<file path="src/rtl/icap_stream_writer.sv">
// icap_stream_writer: pops wide beats from a non-FWFT bitstream FIFO and
// serialises each beat into ICAP_WIDTH-bit ICAPE2 configuration writes,
// with back-to-back beat streaming, an abort sequence and a word counter.
module icap_stream_writer #(
  parameter int FIFO_WIDTH   = 256,
  parameter int ICAP_WIDTH   = 32,
  parameter int MSW_FIRST    = 0,
  parameter int BIT_SWAP     = 1,
  parameter int ABORT_CYCLES = 4
) (
  input  logic                  clock,
  input  logic                  reset,
  input  logic                  fifo_empty,
  output logic                  fifo_rd_en,
  input  logic [FIFO_WIDTH-1:0] fifo_data,
  output logic [ICAP_WIDTH-1:0] icap_data,
  output logic                  icap_csib,
  output logic                  icap_rdwrb,
  input  logic                  abort,
  output logic                  abort_done,
  output logic                  busy,
  output logic [31:0]           word_count
);

  localparam int NWORDS = FIFO_WIDTH / ICAP_WIDTH;
  localparam int IDX_W  = (NWORDS > 1) ? $clog2(NWORDS) : 1;
  localparam int ACNT_W = $clog2(ABORT_CYCLES + 1);
  localparam logic [IDX_W-1:0]  LAST_IDX = IDX_W'(NWORDS - 1);
  localparam logic [ACNT_W-1:0] ACNT_END = ACNT_W'(ABORT_CYCLES);

  typedef enum logic [2:0] {
    S_IDLE, S_READ, S_LOAD, S_SHIFT, S_DONE, S_ABORT
  } state_t;

  state_t                  state_q, state_d;
  logic [IDX_W-1:0]        idx_q, idx_d;
  logic [ACNT_W-1:0]       acnt_q, acnt_d;
  logic [FIFO_WIDTH-1:0]   beat_q, beat_d;
  logic [ICAP_WIDTH-1:0]   data_q, data_d;
  logic                    csib_q, csib_d;
  logic                    rdwrb_q, rdwrb_d;
  logic                    done_q, done_d;
  logic                    busy_q, busy_d;
  logic [31:0]             wcnt_q, wcnt_d;
  logic                    last_word;

  // Reverse bit order inside every byte when BIT_SWAP is set.
  function automatic logic [ICAP_WIDTH-1:0] bit_swap(input logic [ICAP_WIDTH-1:0] w);
    logic [ICAP_WIDTH-1:0] r;
    r = w;
    if (BIT_SWAP != 0) begin
      for (int b = 0; b < ICAP_WIDTH / 8; b++) begin
        for (int i = 0; i < 8; i++) begin
          r[8*b+i] = w[8*b+7-i];
        end
      end
    end
    return r;
  endfunction

  // Select the word sent at sequence position seq, honouring word order.
  function automatic logic [ICAP_WIDTH-1:0] pick_word(input logic [FIFO_WIDTH-1:0] beat,
                                                      input logic [IDX_W-1:0] seq);
    int w;
    w = (MSW_FIRST != 0) ? (NWORDS - 1 - int'(seq)) : int'(seq);
    return beat[w*ICAP_WIDTH +: ICAP_WIDTH];
  endfunction

  assign last_word = (idx_q == LAST_IDX);

  // Next-state, FIFO pop strobe and next values of the registered outputs.
  always_comb begin
    state_d    = state_q;
    idx_d      = idx_q;
    acnt_d     = acnt_q;
    beat_d     = beat_q;
    data_d     = data_q;
    wcnt_d     = wcnt_q;
    fifo_rd_en = 1'b0;
    case (state_q)
      S_IDLE: begin
        if (abort) begin
          state_d = S_ABORT;
          acnt_d  = '0;
        end else if (!fifo_empty) begin
          state_d = S_READ;
        end
      end
      S_READ: begin
        // The pop is committed even when aborting; that beat is then discarded.
        fifo_rd_en = !fifo_empty;
        acnt_d     = '0;
        state_d    = abort ? S_ABORT : S_LOAD;
      end
      S_LOAD: begin
        if (abort) begin
          state_d = S_ABORT;
          acnt_d  = '0;
        end else begin
          beat_d  = fifo_data;
          idx_d   = '0;
          data_d  = bit_swap(pick_word(fifo_data, '0));
          wcnt_d  = wcnt_q + 32'd1;
          state_d = S_SHIFT;
        end
      end
      S_SHIFT: begin
        if (abort) begin
          state_d = S_ABORT;
          acnt_d  = '0;
        end else if (!last_word) begin
          idx_d  = idx_q + 1'b1;
          data_d = bit_swap(pick_word(beat_q, idx_q + 1'b1));
          wcnt_d = wcnt_q + 32'd1;
        end else if (!fifo_empty) begin
          // Pop the next beat now so only a single LOAD bubble separates beats.
          fifo_rd_en = 1'b1;
          state_d    = S_LOAD;
        end else begin
          state_d = S_DONE;
        end
      end
      S_DONE: begin
        state_d = S_IDLE;
      end
      S_ABORT: begin
        if (acnt_q == ACNT_END) begin
          state_d = S_IDLE;
        end else begin
          acnt_d = acnt_q + 1'b1;
        end
      end
      default: begin
        state_d = S_IDLE;
      end
    endcase

    if (reset) begin
      fifo_rd_en = 1'b0;
    end

    // Registered outputs follow the state being entered.
    csib_d  = 1'b1;
    rdwrb_d = 1'b1;
    done_d  = 1'b0;
    busy_d  = 1'b1;
    case (state_d)
      S_IDLE:  busy_d = 1'b0;
      S_READ,
      S_LOAD,
      S_DONE:  rdwrb_d = 1'b0;
      S_SHIFT: begin
        csib_d  = 1'b0;
        rdwrb_d = 1'b0;
      end
      S_ABORT: begin
        if (acnt_d == ACNT_END) begin
          done_d = 1'b1;
        end else begin
          csib_d = 1'b0;
        end
      end
      default: busy_d = 1'b0;
    endcase
  end

  // Control state and registered outputs.
  always_ff @(posedge clock) begin
    if (reset) begin
      state_q <= S_IDLE;
      idx_q   <= '0;
      acnt_q  <= '0;
      data_q  <= '0;
      csib_q  <= 1'b1;
      rdwrb_q <= 1'b1;
      done_q  <= 1'b0;
      busy_q  <= 1'b0;
      wcnt_q  <= '0;
    end else begin
      state_q <= state_d;
      idx_q   <= idx_d;
      acnt_q  <= acnt_d;
      data_q  <= data_d;
      csib_q  <= csib_d;
      rdwrb_q <= rdwrb_d;
      done_q  <= done_d;
      busy_q  <= busy_d;
      wcnt_q  <= wcnt_d;
    end
  end

  // Beat holding register; pure data, never needs a reset value.
  always_ff @(posedge clock) begin
    beat_q <= beat_d;
  end

  assign icap_data  = data_q;
  assign icap_csib  = csib_q;
  assign icap_rdwrb = rdwrb_q;
  assign abort_done = done_q;
  assign busy       = busy_q;
  assign word_count = wcnt_q;

endmodule

</file>
<file path="config.mk">
export PLATFORM = sky130hd
export DESIGN_NAME = icap_stream_writer
export DESIGN_NICKNAME = d
export VERILOG_FILES = /design/src/rtl/icap_stream_writer.sv
export SDC_FILE = /design/constraint.sdc
export NUM_CORES = 1
export LEC_CHECK = 0
export ABC_AREA = 1
export BUFFER_PORTS_ARGS = -buffer_cell sky130_fd_sc_hd__buf_2
export CELL_PAD_IN_SITES_DETAIL_PLACEMENT = 0
export CELL_PAD_IN_SITES_GLOBAL_PLACEMENT = 2
export CORE_MARGIN = 2
export CORE_UTILIZATION = 35
export DETAILED_ROUTE_END_ITERATION = 7
export HOLD_SLACK_MARGIN = 0.12
export PLACE_DENSITY_LB_ADDON = 0.1
export SYNTH_ARGS = -nofsm -noshare
export SYNTH_HDL_FRONTEND = slang
export SYNTH_SLANG_ARGS = --single-unit
export TNS_END_PERCENT = 100
</file>
<file path="constraint.sdc">
create_clock -name clock -period 23.3 [get_ports clock]
set_input_delay 6.99 -clock clock [delete_from_list [all_inputs] [get_ports clock]]
set_output_delay 6.99 -clock clock [all_outputs]
set_load 0.02 [all_outputs]
</file>
==> flow_summary.html, run 1 <==
<table>
<tr><th>Metric</th><th>Value</th></tr>
<tr><th colspan="2">Logic synthesis</th></tr>
<tr><td>Synth warnings</td><td>0</td></tr>
<tr><td>Net count after synthesis</td><td>between 1500 and 2000</td></tr>
<tr><td>Number of enable-type register cells in the synthesized netlist</td><td>around 260</td></tr>
<tr><td>Sequential share of the synthesized area</td><td>approximately 67%</td></tr>
<tr><td>Synthesized area divided by synthesized cell count</td><td>10.35 um2</td></tr>
<tr><td>Leading area contributor after synthesis</td><td>sky130_fd_sc_hd__edfxtp_1</td></tr>
<tr><td>Cells after Synth</td><td>1338</td></tr>
<tr><td>#FFs+latches synth</td><td>around 330</td></tr>
<tr><td>Most frequently used flop master after synthesis</td><td>sky130_fd_sc_hd__edfxtp_1</td></tr>
<tr><td>Number of distinct standard cells referenced by the synthesized netlist</td><td>36</td></tr>
<tr><td>Netlist area before placement</td><td>approximately 14000 um2</td></tr>
<tr><td>Async set-or-reset flop fraction in the synthesized netlist</td><td>0%</td></tr>
<tr><td>Top-area cell type share of the netlist area</td><td>55.53%</td></tr>
<tr><td>Top cells by area in the synthesized netlist</td><td>sky130_fd_sc_hd__edfxtp_1 56%, sky130_fd_sc_hd__dfxtp_1 11%, sky130_fd_sc_hd__nor2_1 7.0%</td></tr>
<tr><th colspan="2">STA</th></tr>
<tr><td>Max-slew headroom</td><td>approximately 28%</td></tr>
<tr><td>Clock skew</td><td>0.01077 ns</td></tr>
<tr><td>Unrepaired setup endpoints after global routing</td><td>no</td></tr>
<tr><td>Final count of hold timing violations</td><td>0</td></tr>
<tr><td>Final TNS setup</td><td>0 ns</td></tr>
<tr><td>Number of setup violations in the final report</td><td>0</td></tr>
<tr><td>Portion of the clock cycle consumed by the worst path in the final layout</td><td>roughly 64%</td></tr>
<tr><td>Slew at the pin closest to its max-slew limit</td><td>1.075 ns</td></tr>
<tr><td>Fmax</td><td>66.75 MHz</td></tr>
<tr><td>Number of max-slew violations in the final report</td><td>0</td></tr>
<tr><td>Min Tclk post-route</td><td>about 15 ns</td></tr>
<tr><th colspan="2">CTS</th></tr>
<tr><td>CTS tree</td><td>done</td></tr>
<tr><td>Cells resized by post-CTS repair</td><td>0</td></tr>
<tr><td># clock sinks</td><td>333</td></tr>
<tr><td>Buffer cell driving the clock tree root</td><td>sky130_fd_sc_hd__clkbuf_16</td></tr>
<tr><td>Count of hold buffers inserted by post-cts repair</td><td>0</td></tr>
<tr><td>Clock buffer count from CTS</td><td>39</td></tr>
<tr><td>Clock slew at reported path FFs</td><td>around 0.060 ns</td></tr>
<tr><td>Count of H-tree levels built during CTS</td><td>2</td></tr>
<tr><td>Skew-Pair Late Insertion Delay</td><td>~0.55 ns</td></tr>
<tr><td>Post-CTS setup buffer count</td><td>0</td></tr>
<tr><td>Bufs on Longest Clock Path</td><td>3</td></tr>
<tr><th colspan="2">Critical path</th></tr>
<tr><td>Reg-to-Reg End</td><td>word_count[25]</td></tr>
<tr><td>Crit path max-delay cell type</td><td>sky130_fd_sc_hd__buf_4</td></tr>
<tr><td>Reg-to-reg critical path startpoint</td><td>idx_q[0]</td></tr>
<tr><td>Most numerous cell on the critical path</td><td>sky130_fd_sc_hd__buf_2</td></tr>
<tr><td>Start point of the critical path</td><td>reset</td></tr>
<tr><td>Crit. End Element</td><td>output port</td></tr>
<tr><td>Reg2Reg Depth</td><td>11</td></tr>
<tr><td>Cell chain of the critical path</td><td>buf_2 &gt; buf_4 &gt; nor3_1 &gt; buf_2</td></tr>
<tr><td>Register-to-register setup slack</td><td>20.07 ns</td></tr>
<tr><td>Cell family contributing the most delay on the critical path</td><td>buffers and inverters</td></tr>
<tr><td>Crit path DAT</td><td>roughly 8 ns</td></tr>
<tr><td>Crit Path Max Fanout</td><td>60</td></tr>
<tr><td>Critical path type</td><td>in2out</td></tr>
<tr><td>Kind of launch point of the worst setup path</td><td>input pin</td></tr>
<tr><td>Worst path required time</td><td>approximately 16 ns</td></tr>
<tr><td>Buffers and inverters on the worst path</td><td>3</td></tr>
<tr><td>Max incr delay on CP</td><td>0.59 ns</td></tr>
<tr><th colspan="2">Final layout</th></tr>
<tr><td>Number of nets in the layout</td><td>1914</td></tr>
<tr><td>Filler Cells Inserted</td><td>just under 4000</td></tr>
<tr><td>Area growth, synth to finish</td><td>23.82%</td></tr>
<tr><td>Finished Layout Cells</td><td>approximately 2200</td></tr>
<tr><td>Layout cells sized above 1</td><td>between 20% and 30%</td></tr>
<tr><td>Utilization after layout</td><td>44.15%</td></tr>
<tr><th colspan="2">Route</th></tr>
<tr><td>Antenna-violating nets left</td><td>0</td></tr>
<tr><td>Number of vias in the routed layout</td><td>roughly 11000</td></tr>
<tr><td>First-pass iteration count of the detailed router</td><td>5</td></tr>
<tr><td>DRC errors left</td><td>0</td></tr>
<tr><td>Total routed wirelength</td><td>around 41000 um</td></tr>
<tr><td>Number of DRC violations after detailed-routing iteration 0</td><td>roughly 670</td></tr>
<tr><td>Avg Vias per Cell</td><td>slightly below 5</td></tr>
<tr><td>Average detailed-routed wire length per instance</td><td>between 15 and 20 um</td></tr>
<tr><th colspan="2">Pwr</th></tr>
<tr><td>Leakage dissipation</td><td>6.662 nW</td></tr>
<tr><td>IR Drop Worst-Case VDD</td><td>approximately 0.000052 V</td></tr>
<tr><td>Pwr/cell area</td><td>between 70 and 80 nW/um2</td></tr>
<tr><th colspan="2">Global route</th></tr>
<tr><td>Maximum number of pins on one net before global-route repair</td><td>96</td></tr>
<tr><td>Total congestion overflow after global routing</td><td>0</td></tr>
<tr><td>Vias in the first global route</td><td>10700</td></tr>
<tr><td>First-pass GRT wire length</td><td>approximately 63000 um</td></tr>
<tr><td>Antenna violations before repair</td><td>8</td></tr>
<tr><td>Global router's overall resource usage</td><td>approximately 20%</td></tr>
<tr><th colspan="2">Flow run</th></tr>
<tr><td>Max-cap violations</td><td>0</td></tr>
<tr><th colspan="2">Place</th></tr>
<tr><td>Number of cells in the design after placement</td><td>between 2000 and 2500</td></tr>
<tr><td>RD Place Congestion</td><td>between 0.7 and 0.8</td></tr>
<tr><td># port buffers</td><td>about 330</td></tr>
<tr><td>Estimated wirelength of the detail-placed design</td><td>between 20000 and 30000 um</td></tr>
<tr><th colspan="2">Hold path</th></tr>
<tr><td>Worst min-delay path category</td><td>reg2reg</td></tr>
<tr><td>Number of cells on the worst hold path</td><td>2</td></tr>
<tr><td>Hold endpoint</td><td>idx_q[2]</td></tr>
<tr><td>Startpoint of the worst hold path</td><td>idx_q[2]</td></tr>
<tr><th colspan="2">Floorplanning</th></tr>
<tr><td>Std-Cell Core Area</td><td>between 30000 and 40000 um2</td></tr>
<tr><td>Vertical extent of the die</td><td>about 200 um</td></tr>
<tr><td>Die Wd</td><td>slightly above 200 um</td></tr>
<tr><td>Number of placement rows</td><td>72</td></tr>
<tr><td>Initial Utilization</td><td>between 30% and 40%</td></tr>
<tr><td>Number of top-level design ports</td><td>between 300 and 400</td></tr>
<tr><td>Die area</td><td>between 40000 and 50000 um2</td></tr>
<tr><th colspan="2">Outcome</th></tr>
<tr><td>Status</td><td>finished, final reports clean</td></tr>
</table>
[how the worst max path moves through the flow]
stage,end,slack [ns],cells after the start
final,fifo_rd_en,8.32,4
after global routing,fifo_rd_en,8.21,4
after CTS,fifo_rd_en,8.28,4
after detailed placement,fifo_rd_en,8.28,4
after global placement,fifo_rd_en,8.27,4
after floorplan,fifo_rd_en,8.48,3
[state kept, by name (all words and copies together), names as in the netlist]
register    count
abort_done      1
acnt_q          3
beat_q        256
busy            1
icap_csib       1
icap_data      32
icap_rdwrb      1
idx_q           3
state_q         3
word_count     32
[routing by layer]
| metal | wire length [um] | vias to the layer above | part of all wire, % | track usage (%) |
|---|---|---|---|---|
| met5 | 31 | - | 0.075 | 0 |
| met2 | 19280 | 277 | 47 | 32.74 |
| met3 | 2867 | 54 | 6.9 | 5.409 |
| met1 | 18440 | 5070 | 45 | 26.52 |
| li1 | - | 5247 | - | - |
| met4 | 803 | 6 | 1.9 | 5.683 |
[logic make-up after synthesis]
| kind of cell | count (synthesis) | synth area share, % |
|---|---|---|
| adder cells (fa/ha/maj) | 5 | 0.4519 |
| buffers and inverters | 155 | 5.043 |
| AND/OR/NAND/NOR | 566 | 16.97 |
| XOR/XNOR | 4 | 0.2531 |
| AO/OA/AOI/OAI | 275 | 10.62 |
| flip-flops | 333 | 66.66 |
[cells in the final DEF (no fill, tap or decap), drive strengths merged]
master	instances
buf	338
nor2	272
edfxtp	256
nand2	220
o21ai	144
inv	91
dfxtp	77
o22ai	65
a21oi	59
nand3	58
clkbuf	53
clkinv	11
nand4	10
diode	6
ha	5
a31oi	4
bufinv	4
nor3	3
xor2	3
o21bai	1
a211oi	1
and2	1
or2	1
xnor2	1
and3	1
o21a	1
[Yosys cell counts (2+ instances only)]
cell,number
sky130_fd_sc_hd__edfxtp_1,256
sky130_fd_sc_hd__xor2_1,3
sky130_fd_sc_hd__inv_2,3
sky130_fd_sc_hd__o21ai_1,33
sky130_fd_sc_hd__buf_4,13
sky130_fd_sc_hd__nor2_2,5
sky130_fd_sc_hd__clkbuf_1,33
sky130_fd_sc_hd__nand3_1,56
sky130_fd_sc_hd__buf_6,6
sky130_fd_sc_hd__o22ai_1,65
sky130_fd_sc_hd__o21ai_0,111
sky130_fd_sc_hd__ha_1,5
sky130_fd_sc_hd__inv_1,82
sky130_fd_sc_hd__a21oi_1,59
sky130_fd_sc_hd__nand4_1,9
sky130_fd_sc_hd__nand3_2,2
sky130_fd_sc_hd__dfxtp_1,77
sky130_fd_sc_hd__nand2_1,218
sky130_fd_sc_hd__a31oi_1,4
sky130_fd_sc_hd__buf_2,16
sky130_fd_sc_hd__nor2_1,259
sky130_fd_sc_hd__nor3_1,3
sky130_fd_sc_hd__nor2_8,2
sky130_fd_sc_hd__nor2_4,6
[power by group]
group          internal [W]  switching (W)
clock              0.000367       0.000245
sequential         0.000649     0.00000399
combinational     0.0000265      0.0000397
[worst min-delay path, delay by kind of cell, from the launching register on]
kind,cells,cell delay [ns]
compound gates,1,0.05
flops,1,0.31
simple gates,1,0.06
[cell type report]
class	instances	area (um2)	area share, %
Tap cell	518	648.1	3.781
Inverter	87	339.1	1.978
Sequential cell	333	9233	53.86
Antenna cell	6	15.01	0.08758
Timing Repair Buffer	338	1717	10.01
Clock inverter	19	202.7	1.182
Clock buffer	53	1069	6.233
Multi-Input combinational cell	850	3920	22.87
[through the flow]
stage | total power, W | area (um2) | worst slack, ns | hold WS (ns)
floorplan | 0.0006981 | 13840 | 8.482 | 0.4473
global placement | 0.0007317 | 15860 | 8.267 | 0.4636
detailed placement | 0.0007327 | 15860 | 8.284 | 0.4628
CTS | 0.001351 | 17130 | 8.283 | 0.4735
global route | 0.001382 | 17130 | 8.214 | 0.5137
finish | 0.001332 | 17140 | 8.319 | 0.4749
Power figures use the tool's default switching activity.
==> run 2: changes to the inputs <==
CORE_UTILIZATION = 30   (was 35)
clock period = 13 ns   (was 23.3 ns; I/O delays follow)
==> run 2 against run 1 <==
Non-clock buffer count unchanged. Count of clock-buffer cells in the layout up 5. Sequential share of layout area down 0.22 points. Cell count up 3.8%. Worst setup slack worse by 4.1 ns.
==> flow_summary.html, run 2 (synthesis gave the netlist of run 1 again) <==
<table>
<tr><th>Metric</th><th>Value</th></tr>
<tr><th colspan="2">Outcome</th></tr>
<tr><td>Status</td><td>finished, final reports clean (unchanged)</td></tr>
<tr><th colspan="2">CTS</th></tr>
<tr><td>CTS tree</td><td>done (unchanged)</td></tr>
<tr><td>Clock buffer count from CTS</td><td>40 (was 39)</td></tr>
<tr><td>Clock slew at reported path FFs</td><td>0.05 ns (was 0.06 ns)</td></tr>
<tr><td>Count of hold buffers inserted by post-cts repair</td><td>0 (unchanged)</td></tr>
<tr><td>Count of H-tree levels built during CTS</td><td>2 (unchanged)</td></tr>
<tr><td>Post-CTS setup buffer count</td><td>0 (unchanged)</td></tr>
<tr><td># clock sinks</td><td>333 (unchanged)</td></tr>
<tr><td>Buffer cell driving the clock tree root</td><td>sky130_fd_sc_hd__clkbuf_16 (unchanged)</td></tr>
<tr><td>Skew-Pair Late Insertion Delay</td><td>0.56 ns (was 0.55 ns)</td></tr>
<tr><td>Cells resized by post-CTS repair</td><td>0 (unchanged)</td></tr>
<tr><td>Bufs on Longest Clock Path</td><td>3 (unchanged)</td></tr>
<tr><th colspan="2">Route</th></tr>
<tr><td>Number of DRC violations after detailed-routing iteration 0</td><td>711 (was 669)</td></tr>
<tr><td>Number of vias in the routed layout</td><td>10710 (was 10650)</td></tr>
<tr><td>Average detailed-routed wire length per instance</td><td>19.25 um (was 18.79 um)</td></tr>
<tr><td>Antenna-violating nets left</td><td>0 (unchanged)</td></tr>
<tr><td>DRC errors left</td><td>0 (unchanged)</td></tr>
<tr><td>First-pass iteration count of the detailed router</td><td>4 (was 5)</td></tr>
<tr><td>Avg Vias per Cell</td><td>4.680 (was 4.834)</td></tr>
<tr><td>Total routed wirelength</td><td>44040 um (was 41420 um)</td></tr>
<tr><th colspan="2">Final layout</th></tr>
<tr><td>Number of flip-flops under the largest register name</td><td>256 (unchanged)</td></tr>
<tr><td>Finished Layout Cells</td><td>2288 (was 2204)</td></tr>
<tr><td>Final instance area</td><td>17210 um2 (was 17140 um2)</td></tr>
<tr><td>Number of nets in the layout</td><td>1915 (was 1914)</td></tr>
<tr><td>Most frequent cells in the layout</td><td>328 x sky130_fd_sc_hd__buf_2, 259 x sky130_fd_sc_hd__nor2_1, 256 x sky130_fd_sc_hd__edfxtp_1, 218 x sky130_fd_sc_hd__nand2_1, 111 x sky130_fd_sc_hd__o21ai_0 (unchanged)</td></tr>
<tr><td>Register containing the most flip-flops in the final layout</td><td>beat_q (unchanged)</td></tr>
<tr><td>Layout cells sized above 1</td><td>24.87% (was 24.94%)</td></tr>
<tr><td>Area growth, synth to finish</td><td>24.32% (was 23.82%)</td></tr>
<tr><td>Leading cell type in the layout, fill and taps excluded</td><td>sky130_fd_sc_hd__buf_2 (unchanged)</td></tr>
<tr><td>Utilization after layout</td><td>37.85% (was 44.15%)</td></tr>
<tr><th colspan="2">Pwr</th></tr>
<tr><td>Pwr/cell area</td><td>137.2 nW/um2 (was 77.69 nW/um2)</td></tr>
<tr><td>Leakage dissipation</td><td>6.646 nW (was 6.662 nW)</td></tr>
<tr><td>IR Drop Worst-Case VDD</td><td>0.0001009 V (was 0.00005218 V)</td></tr>
<tr><th colspan="2">Global route</th></tr>
<tr><td>First-pass GRT wire length</td><td>65430 um (was 63250 um)</td></tr>
<tr><td>Global router's overall resource usage</td><td>18.29% (was 20.15%)</td></tr>
<tr><td>Vias in the first global route</td><td>10620 (was 10700)</td></tr>
<tr><td>Antenna violations before repair</td><td>13 (was 8)</td></tr>
<tr><td>Maximum number of pins on one net before global-route repair</td><td>121 (was 96)</td></tr>
<tr><td>Total congestion overflow after global routing</td><td>0 (unchanged)</td></tr>
<tr><th colspan="2">Floorplanning</th></tr>
<tr><td>Initial Utilization</td><td>30.44% (was 35.66%)</td></tr>
<tr><td>Die area</td><td>47880 um2 (was 41160 um2)</td></tr>
<tr><td>Std-Cell Core Area</td><td>45480 um2 (was 38830 um2)</td></tr>
<tr><td>Number of top-level design ports</td><td>329 (unchanged)</td></tr>
<tr><td>Die Wd</td><td>218.8 um (was 202.9 um)</td></tr>
<tr><td>Vertical extent of the die</td><td>218.8 um (was 202.9 um)</td></tr>
<tr><td>Number of placement rows</td><td>78 (was 72)</td></tr>
<tr><th colspan="2">Critical path</th></tr>
<tr><td>Most numerous cell on the critical path</td><td>sky130_fd_sc_hd__buf_2 (unchanged)</td></tr>
<tr><td>Reg-to-Reg End</td><td>beat_q[45] (was word_count[25])</td></tr>
<tr><td>Register-to-register setup slack</td><td>9.94 ns (was 20.07 ns)</td></tr>
<tr><td>Crit. End Element</td><td>output port (unchanged)</td></tr>
<tr><td>Start point of the critical path</td><td>reset (unchanged)</td></tr>
<tr><td>Cell family contributing the most delay on the critical path</td><td>buffers and inverters (unchanged)</td></tr>
<tr><td>Kind of launch point of the worst setup path</td><td>input pin (unchanged)</td></tr>
<tr><td>Worst path required time</td><td>9.10 ns (was 16.31 ns)</td></tr>
<tr><td>Crit path max-delay cell type</td><td>sky130_fd_sc_hd__buf_4 (unchanged)</td></tr>
<tr><td>Critical path type</td><td>in2out (unchanged)</td></tr>
<tr><td>Cell chain of the critical path</td><td>buf_2 &gt; buf_4 &gt; nor3_1 &gt; buf_2 (unchanged)</td></tr>
<tr><td>Reg-to-reg critical path startpoint</td><td>state_q[2] (was idx_q[0])</td></tr>
<tr><td>Crit path DAT</td><td>4.93 ns (was 7.99 ns)</td></tr>
<tr><td>Reg2Reg Depth</td><td>6 (was 11)</td></tr>
<tr><td>Crit Path Max Fanout</td><td>60 (unchanged)</td></tr>
<tr><td>Max incr delay on CP</td><td>0.64 ns (was 0.59 ns)</td></tr>
<tr><td>Buffers and inverters on the worst path</td><td>3 (unchanged)</td></tr>
<tr><th colspan="2">STA</th></tr>
<tr><td>Number of max-slew violations in the final report</td><td>0 (unchanged)</td></tr>
<tr><td>Fmax</td><td>roughly 110 MHz</td></tr>
<tr><td>Final TNS setup</td><td>0 ns (unchanged)</td></tr>
<tr><td>Min Tclk post-route</td><td>slightly below 9 ns</td></tr>
<tr><td>Unrepaired setup endpoints after global routing</td><td>no (unchanged)</td></tr>
<tr><td>Hold Slack</td><td>0.4727 ns (was 0.4749 ns)</td></tr>
<tr><td>Portion of the clock cycle consumed by the worst path in the final layout</td><td>67.93%</td></tr>
<tr><td>Slew at the pin closest to its max-slew limit</td><td>1.105 ns (was 1.075 ns)</td></tr>
<tr><td>Clock skew</td><td>0.01366 ns (was 0.01077 ns)</td></tr>
<tr><td>Max-slew headroom</td><td>26.30% (was 28.31%)</td></tr>
<tr><td>Number of setup violations in the final report</td><td>0 (unchanged)</td></tr>
<tr><td>Final count of hold timing violations</td><td>0 (unchanged)</td></tr>
<tr><th colspan="2">Place</th></tr>
<tr><td># port buffers</td><td>328 (unchanged)</td></tr>
<tr><td>Estimated wirelength of the detail-placed design</td><td>28360 um (was 26650 um)</td></tr>
<tr><td>RD Place Congestion</td><td>0.7577 (was 0.7753)</td></tr>
<tr><td>Number of cells in the design after placement</td><td>2208 (was 2126)</td></tr>
<tr><td>Post-place instance area</td><td>15960 um2 (was 15860 um2)</td></tr>
<tr><th colspan="2">Hold path</th></tr>
<tr><td>Startpoint of the worst hold path</td><td>idx_q[1] (was idx_q[2])</td></tr>
<tr><td>Worst min-delay path category</td><td>reg2reg (unchanged)</td></tr>
<tr><td>Number of cells on the worst hold path</td><td>2 (unchanged)</td></tr>
<tr><td>Hold endpoint</td><td>idx_q[1] (was idx_q[2])</td></tr>
<tr><th colspan="2">Flow run</th></tr>
<tr><td>Max-cap violations</td><td>0 (unchanged)</td></tr>
</table>
[run 2: cell types whose count changed in the layout (fill, tap and decap cells not counted), sizes merged]
cell	before	now
bufinv	4	1
clkbuf	53	58
clkinv	11	14
diode	6	7
inv	91	87
[run 2: worst max-delay path by stage]
stage	endpoint	slack, ns	cells after the start
global route	fifo_rd_en	4.08	4
CTS	fifo_rd_en	4.12	4
finish	fifo_rd_en	4.17	4
floorplan	beat_q[0]	3.33	3
detailed placement	fifo_rd_en	4.12	4
global placement	fifo_rd_en	4.11	4
[run 2: final cells by class]
class / instances / area (um2)
diodes: 7 / 17.52
fillers: 4649 / 28270
clock buffers: 58 / 1131
clock inverters: 15 / 103.9
well taps: 600 / 750.7
multi-input cells: 850 / 3920
repair buffers: 338 / 1717
inverters: 87 / 339.1
flip-flops and latches: 333 / 9233
[run 2: worst reg2reg max path: cells and delay by family, from the launching register on]
family | cells | cell delay, ns
flip-flops | 1 | 0.37
AND/OR/NAND/NOR | 3 | 0.40
buffers and inverters | 3 | 1.85
[run 2: metrics by stage]
| step | total power (W) | setup WS (ns) |
|---|---|---|
| after global routing | 0.002455 | 4.080 |
| after floorplan | 0.001251 | 3.329 |
| after detailed placement | 0.001315 | 4.119 |
| final | 0.002362 | 4.170 |
| after CTS | 0.002400 | 4.122 |
| after global placement | 0.001313 | 4.107 |
[run 2: power by group]
part           internal [W]  switching (W)  total [W]
combinational     0.0000475      0.0000723   0.000120
clock              0.000624       0.000448    0.00107
sequential          0.00116     0.00000704    0.00117
[run 2: per-layer routing]
metal  vias to the layer above  share of wire, %  GRT usage, %
met5                         -              0.17             0
met4                        12               2.4         6.036
met3                        69               6.9         4.990
met2                       273                47         30.08
met1                      5107                44         23.26
li1                       5246                 -             -
==> run 3: changes to the inputs <==
clock period = 7.6 ns   (was 13 ns; I/O delays follow)
==> run 3 against run 2 <==
Sequential share of layout area is 0.12 points lower. Total power increased by 73%. Combinational power increased by 72%.
==> flow_summary.html, run 3 (synthesis gave the netlist of run 1 again) <==
<table>
<tr><th>Metric</th><th>Value</th></tr>
<tr><th colspan="2">Outcome</th></tr>
<tr><td>Status</td><td>finished, final reports clean (unchanged)</td></tr>
<tr><th colspan="2">Hold path</th></tr>
<tr><td>Worst min-delay path category</td><td>reg2reg (unchanged)</td></tr>
<tr><td>Startpoint of the worst hold path</td><td>idx_q[2] (was idx_q[1])</td></tr>
<tr><td>Number of cells on the worst hold path</td><td>2 (unchanged)</td></tr>
<tr><th colspan="2">STA</th></tr>
<tr><td>Portion of the clock cycle consumed by the worst path in the final layout</td><td>~70%</td></tr>
<tr><td>Slew at the pin closest to its max-slew limit</td><td>1.095 ns (was 1.105 ns)</td></tr>
<tr><td>Number of setup violations in the final report</td><td>0 (unchanged)</td></tr>
<tr><td>Final count of hold timing violations</td><td>0 (unchanged)</td></tr>
<tr><td>Unrepaired setup endpoints after global routing</td><td>no (unchanged)</td></tr>
<tr><td>Number of max-slew violations in the final report</td><td>0 (unchanged)</td></tr>
<tr><td>Min Tclk post-route</td><td>around 5.2 ns</td></tr>
<tr><td>Max-slew headroom</td><td>26.82% (was 26.30%)</td></tr>
<tr><td>Clock skew</td><td>0.02097 ns (was 0.01366 ns)</td></tr>
<tr><td>Fmax</td><td>191.0 MHz</td></tr>
<tr><td>Final TNS setup</td><td>0 ns (unchanged)</td></tr>
<tr><th colspan="2">Place</th></tr>
<tr><td># port buffers</td><td>328 (unchanged)</td></tr>
<tr><td>Post-place instance area</td><td>15980 um2 (was 15960 um2)</td></tr>
<tr><td>Estimated wirelength of the detail-placed design</td><td>28460 um (was 28360 um)</td></tr>
<tr><td>Number of cells in the design after placement</td><td>2209 (was 2208)</td></tr>
<tr><td>RD Place Congestion</td><td>0.7584 (was 0.7577)</td></tr>
<tr><th colspan="2">Route</th></tr>
<tr><td>Total routed wirelength</td><td>44130 um (was 44040 um)</td></tr>
<tr><td>Antenna-violating nets left</td><td>0 (unchanged)</td></tr>
<tr><td>Average detailed-routed wire length per instance</td><td>19.30 um (was 19.25 um)</td></tr>
<tr><td>Number of vias in the routed layout</td><td>10670 (was 10710)</td></tr>
<tr><td>First-pass iteration count of the detailed router</td><td>4 (unchanged)</td></tr>
<tr><td>Number of DRC violations after detailed-routing iteration 0</td><td>685 (was 711)</td></tr>
<tr><td>Avg Vias per Cell</td><td>4.665 (was 4.680)</td></tr>
<tr><td>DRC errors left</td><td>0 (unchanged)</td></tr>
<tr><th colspan="2">Pwr</th></tr>
<tr><td>Pwr/cell area</td><td>236.3 nW/um2 (was 137.2 nW/um2)</td></tr>
<tr><td>Total internal power</td><td>0.003176 W (was 0.001835 W)</td></tr>
<tr><td>Share of power burned in combinational logic</td><td>5.1% (about the same)</td></tr>
<tr><td>Relative contribution of the clock network to total power</td><td>45.8% (was 45.4%)</td></tr>
<tr><td>Leakage dissipation</td><td>6.653 nW (was 6.646 nW)</td></tr>
<tr><td>Fraction of power consumed by sequential logic</td><td>49.1% (was 49.6%)</td></tr>
<tr><td>Sw Share</td><td>22.09% (was 22.32%)</td></tr>
<tr><td>IR Drop Worst-Case VDD</td><td>0.0001744 V (was 0.0001009 V)</td></tr>
<tr><td>Net load switching power</td><td>0.0009008 W (was 0.0005273 W)</td></tr>
<tr><th colspan="2">CTS</th></tr>
<tr><td>CTS tree</td><td>done (unchanged)</td></tr>
<tr><td>Buffer cell driving the clock tree root</td><td>sky130_fd_sc_hd__clkbuf_16 (unchanged)</td></tr>
<tr><td>Count of hold buffers inserted by post-cts repair</td><td>0 (unchanged)</td></tr>
<tr><td>Bufs on Longest Clock Path</td><td>3 (unchanged)</td></tr>
<tr><td>Count of H-tree levels built during CTS</td><td>2 (unchanged)</td></tr>
<tr><td>Clock buffer count from CTS</td><td>41 (was 40)</td></tr>
<tr><td># clock sinks</td><td>333 (unchanged)</td></tr>
<tr><td>Clock slew at reported path FFs</td><td>0.05 ns (about the same)</td></tr>
<tr><td>Post-CTS setup buffer count</td><td>0 (unchanged)</td></tr>
<tr><td>Cells resized by post-CTS repair</td><td>0 (unchanged)</td></tr>
<tr><td>Skew-Pair Late Insertion Delay</td><td>0.56 ns (about the same)</td></tr>
<tr><th colspan="2">Critical path</th></tr>
<tr><td>Critical path type</td><td>in2out (unchanged)</td></tr>
<tr><td>Endpoint of the worst setup timing path</td><td>fifo_rd_en (unchanged)</td></tr>
<tr><td>Worst path required time</td><td>5.32 ns (was 9.10 ns)</td></tr>
<tr><td>Crit. End Element</td><td>output port (unchanged)</td></tr>
<tr><td>Crit Path Max Fanout</td><td>5 (was 60)</td></tr>
<tr><td>Reg-to-reg critical path startpoint</td><td>idx_q[0] (was state_q[2])</td></tr>
<tr><td>Kind of launch point of the worst setup path</td><td>input pin (unchanged)</td></tr>
<tr><td>Crit path DAT</td><td>2.96 ns (was 4.93 ns)</td></tr>
<tr><td>Reg2Reg Depth</td><td>11 (was 6)</td></tr>
<tr><td>Register-to-register setup slack</td><td>4.28 ns (was 9.94 ns)</td></tr>
<tr><td>Reg-to-Reg End</td><td>word_count[16] (was beat_q[45])</td></tr>
<tr><td>Start point of the critical path</td><td>abort (was reset)</td></tr>
<tr><th colspan="2">Floorplanning</th></tr>
<tr><td>Number of top-level design ports</td><td>329 (unchanged)</td></tr>
<tr><td>Std-Cell Core Area</td><td>45480 um2 (unchanged)</td></tr>
<tr><td>Die area</td><td>47880 um2 (unchanged)</td></tr>
<tr><td>Die Wd</td><td>218.8 um (unchanged)</td></tr>
<tr><td>Vertical extent of the die</td><td>218.8 um (unchanged)</td></tr>
<tr><td>Number of placement rows</td><td>78 (unchanged)</td></tr>
<tr><td>Initial Utilization</td><td>30.44% (unchanged)</td></tr>
<tr><th colspan="2">Global route</th></tr>
<tr><td>Antenna violations before repair</td><td>5 (was 13)</td></tr>
<tr><td>Vias in the first global route</td><td>10760 (was 10620)</td></tr>
<tr><td>Global router's overall resource usage</td><td>18.30% (was 18.29%)</td></tr>
<tr><td>Total congestion overflow after global routing</td><td>0 (unchanged)</td></tr>
<tr><td>First-pass GRT wire length</td><td>65500 um (was 65430 um)</td></tr>
<tr><td>Maximum number of pins on one net before global-route repair</td><td>108 (was 121)</td></tr>
<tr><th colspan="2">Final layout</th></tr>
<tr><td>Final instance area</td><td>17250 um2 (was 17210 um2)</td></tr>
<tr><td>Leading cell type in the layout, fill and taps excluded</td><td>sky130_fd_sc_hd__buf_2 (unchanged)</td></tr>
<tr><td>Filler Cells Inserted</td><td>4727 (was 4649)</td></tr>
<tr><td>Number of flip-flops under the largest register name</td><td>256 (unchanged)</td></tr>
<tr><td>Most frequent cells in the layout</td><td>328 x sky130_fd_sc_hd__buf_2, 259 x sky130_fd_sc_hd__nor2_1, 256 x sky130_fd_sc_hd__edfxtp_1, 218 x sky130_fd_sc_hd__nand2_1, 111 x sky130_fd_sc_hd__o21ai_0 (unchanged)</td></tr>
<tr><td>Finished Layout Cells</td><td>2287 (was 2288)</td></tr>
<tr><td>Area growth, synth to finish</td><td>24.61% (was 24.32%)</td></tr>
<tr><td>Multi-input combinational cell area</td><td>3920 um2 (unchanged)</td></tr>
<tr><td>Number of nets in the layout</td><td>1917 (was 1915)</td></tr>
<tr><td>Register containing the most flip-flops in the final layout</td><td>beat_q (unchanged)</td></tr>
<tr><td>Layout cells sized above 1</td><td>24.82% (was 24.87%)</td></tr>
<tr><td>Storage element area</td><td>9233 um2 (unchanged)</td></tr>
<tr><th colspan="2">Flow run</th></tr>
<tr><td>Max-cap violations</td><td>0 (unchanged)</td></tr>
</table>
run 3: cell count changes in the layout (fill, tap and decap cells not counted):
cell,change
sky130_fd_sc_hd__buf_12,+1
sky130_fd_sc_hd__clkinv_1,+2
sky130_fd_sc_hd__bufinv_16,+1
sky130_fd_sc_hd__clkbuf_1,+1
sky130_fd_sc_hd__inv_8,-1
sky130_fd_sc_hd__clkinv_2,-3
sky130_fd_sc_hd__diode_2,-4
sky130_fd_sc_hd__clkinvlp_4,+2
run 3: layout make-up:
cell class	instances	area share, %
tap	600	4.352
multi-input combinational	850	22.72
sequential	333	53.52
inverter	87	1.944
timing repair buffer	339	10.07
antenna	3	0.04352
clock inverter	16	0.7760
clock buffer	59	6.578
run 3: stage by stage:
step           power (W)  hold WS [ns]  utilization [%]  worst slack, ns
5_1_grt         0.004243        0.4915            37.92            2.243
6_report        0.004077        0.4760            37.93            2.364
2_1_floorplan   0.002138        0.4473                -           0.9444
3_3_place_gp    0.002250        0.4637            35.13            2.354
3_5_place_dp    0.002252        0.4714            35.13            2.361
4_1_cts         0.004150        0.4807            37.92            2.352
run 3: worst min path at each step:
stage / endpoint / slack [ns]
after floorplan: idx_q[1] / 0.45
after global placement: idx_q[2] / 0.46
after detailed placement: idx_q[1] / 0.47
after CTS: idx_q[1] / 0.48
after global routing: idx_q[2] / 0.49
final: idx_q[2] / 0.48
run 3: power by group through the flow:
stage / logic [W] / registers (W) / clock network [W]
floorplan: 0.0000887 / 0.00205 / 0
global placement: 0.000209 / 0.00204 / 0
detailed placement: 0.000211 / 0.00204 / 0
CTS: 0.000212 / 0.00200 / 0.00194
global route: 0.000232 / 0.00200 / 0.00201
finish: 0.000207 / 0.00200 / 0.00187
run 3: layer usage:
metal	part of all wire, %	GRT usage [%]
met1	45	24.09
met4	1.8	5.135
met5	0.048	0
met2	47	30.23
met3	5.7	4.144
run 3: worst max-delay path, stage by stage:
cell	delay, ns
sky130_fd_sc_hd__buf_2	0.14
sky130_fd_sc_hd__nor2_1	0.13
sky130_fd_sc_hd__a21oi_1	0.09
sky130_fd_sc_hd__nor3_1	0.12
sky130_fd_sc_hd__buf_2	0.18
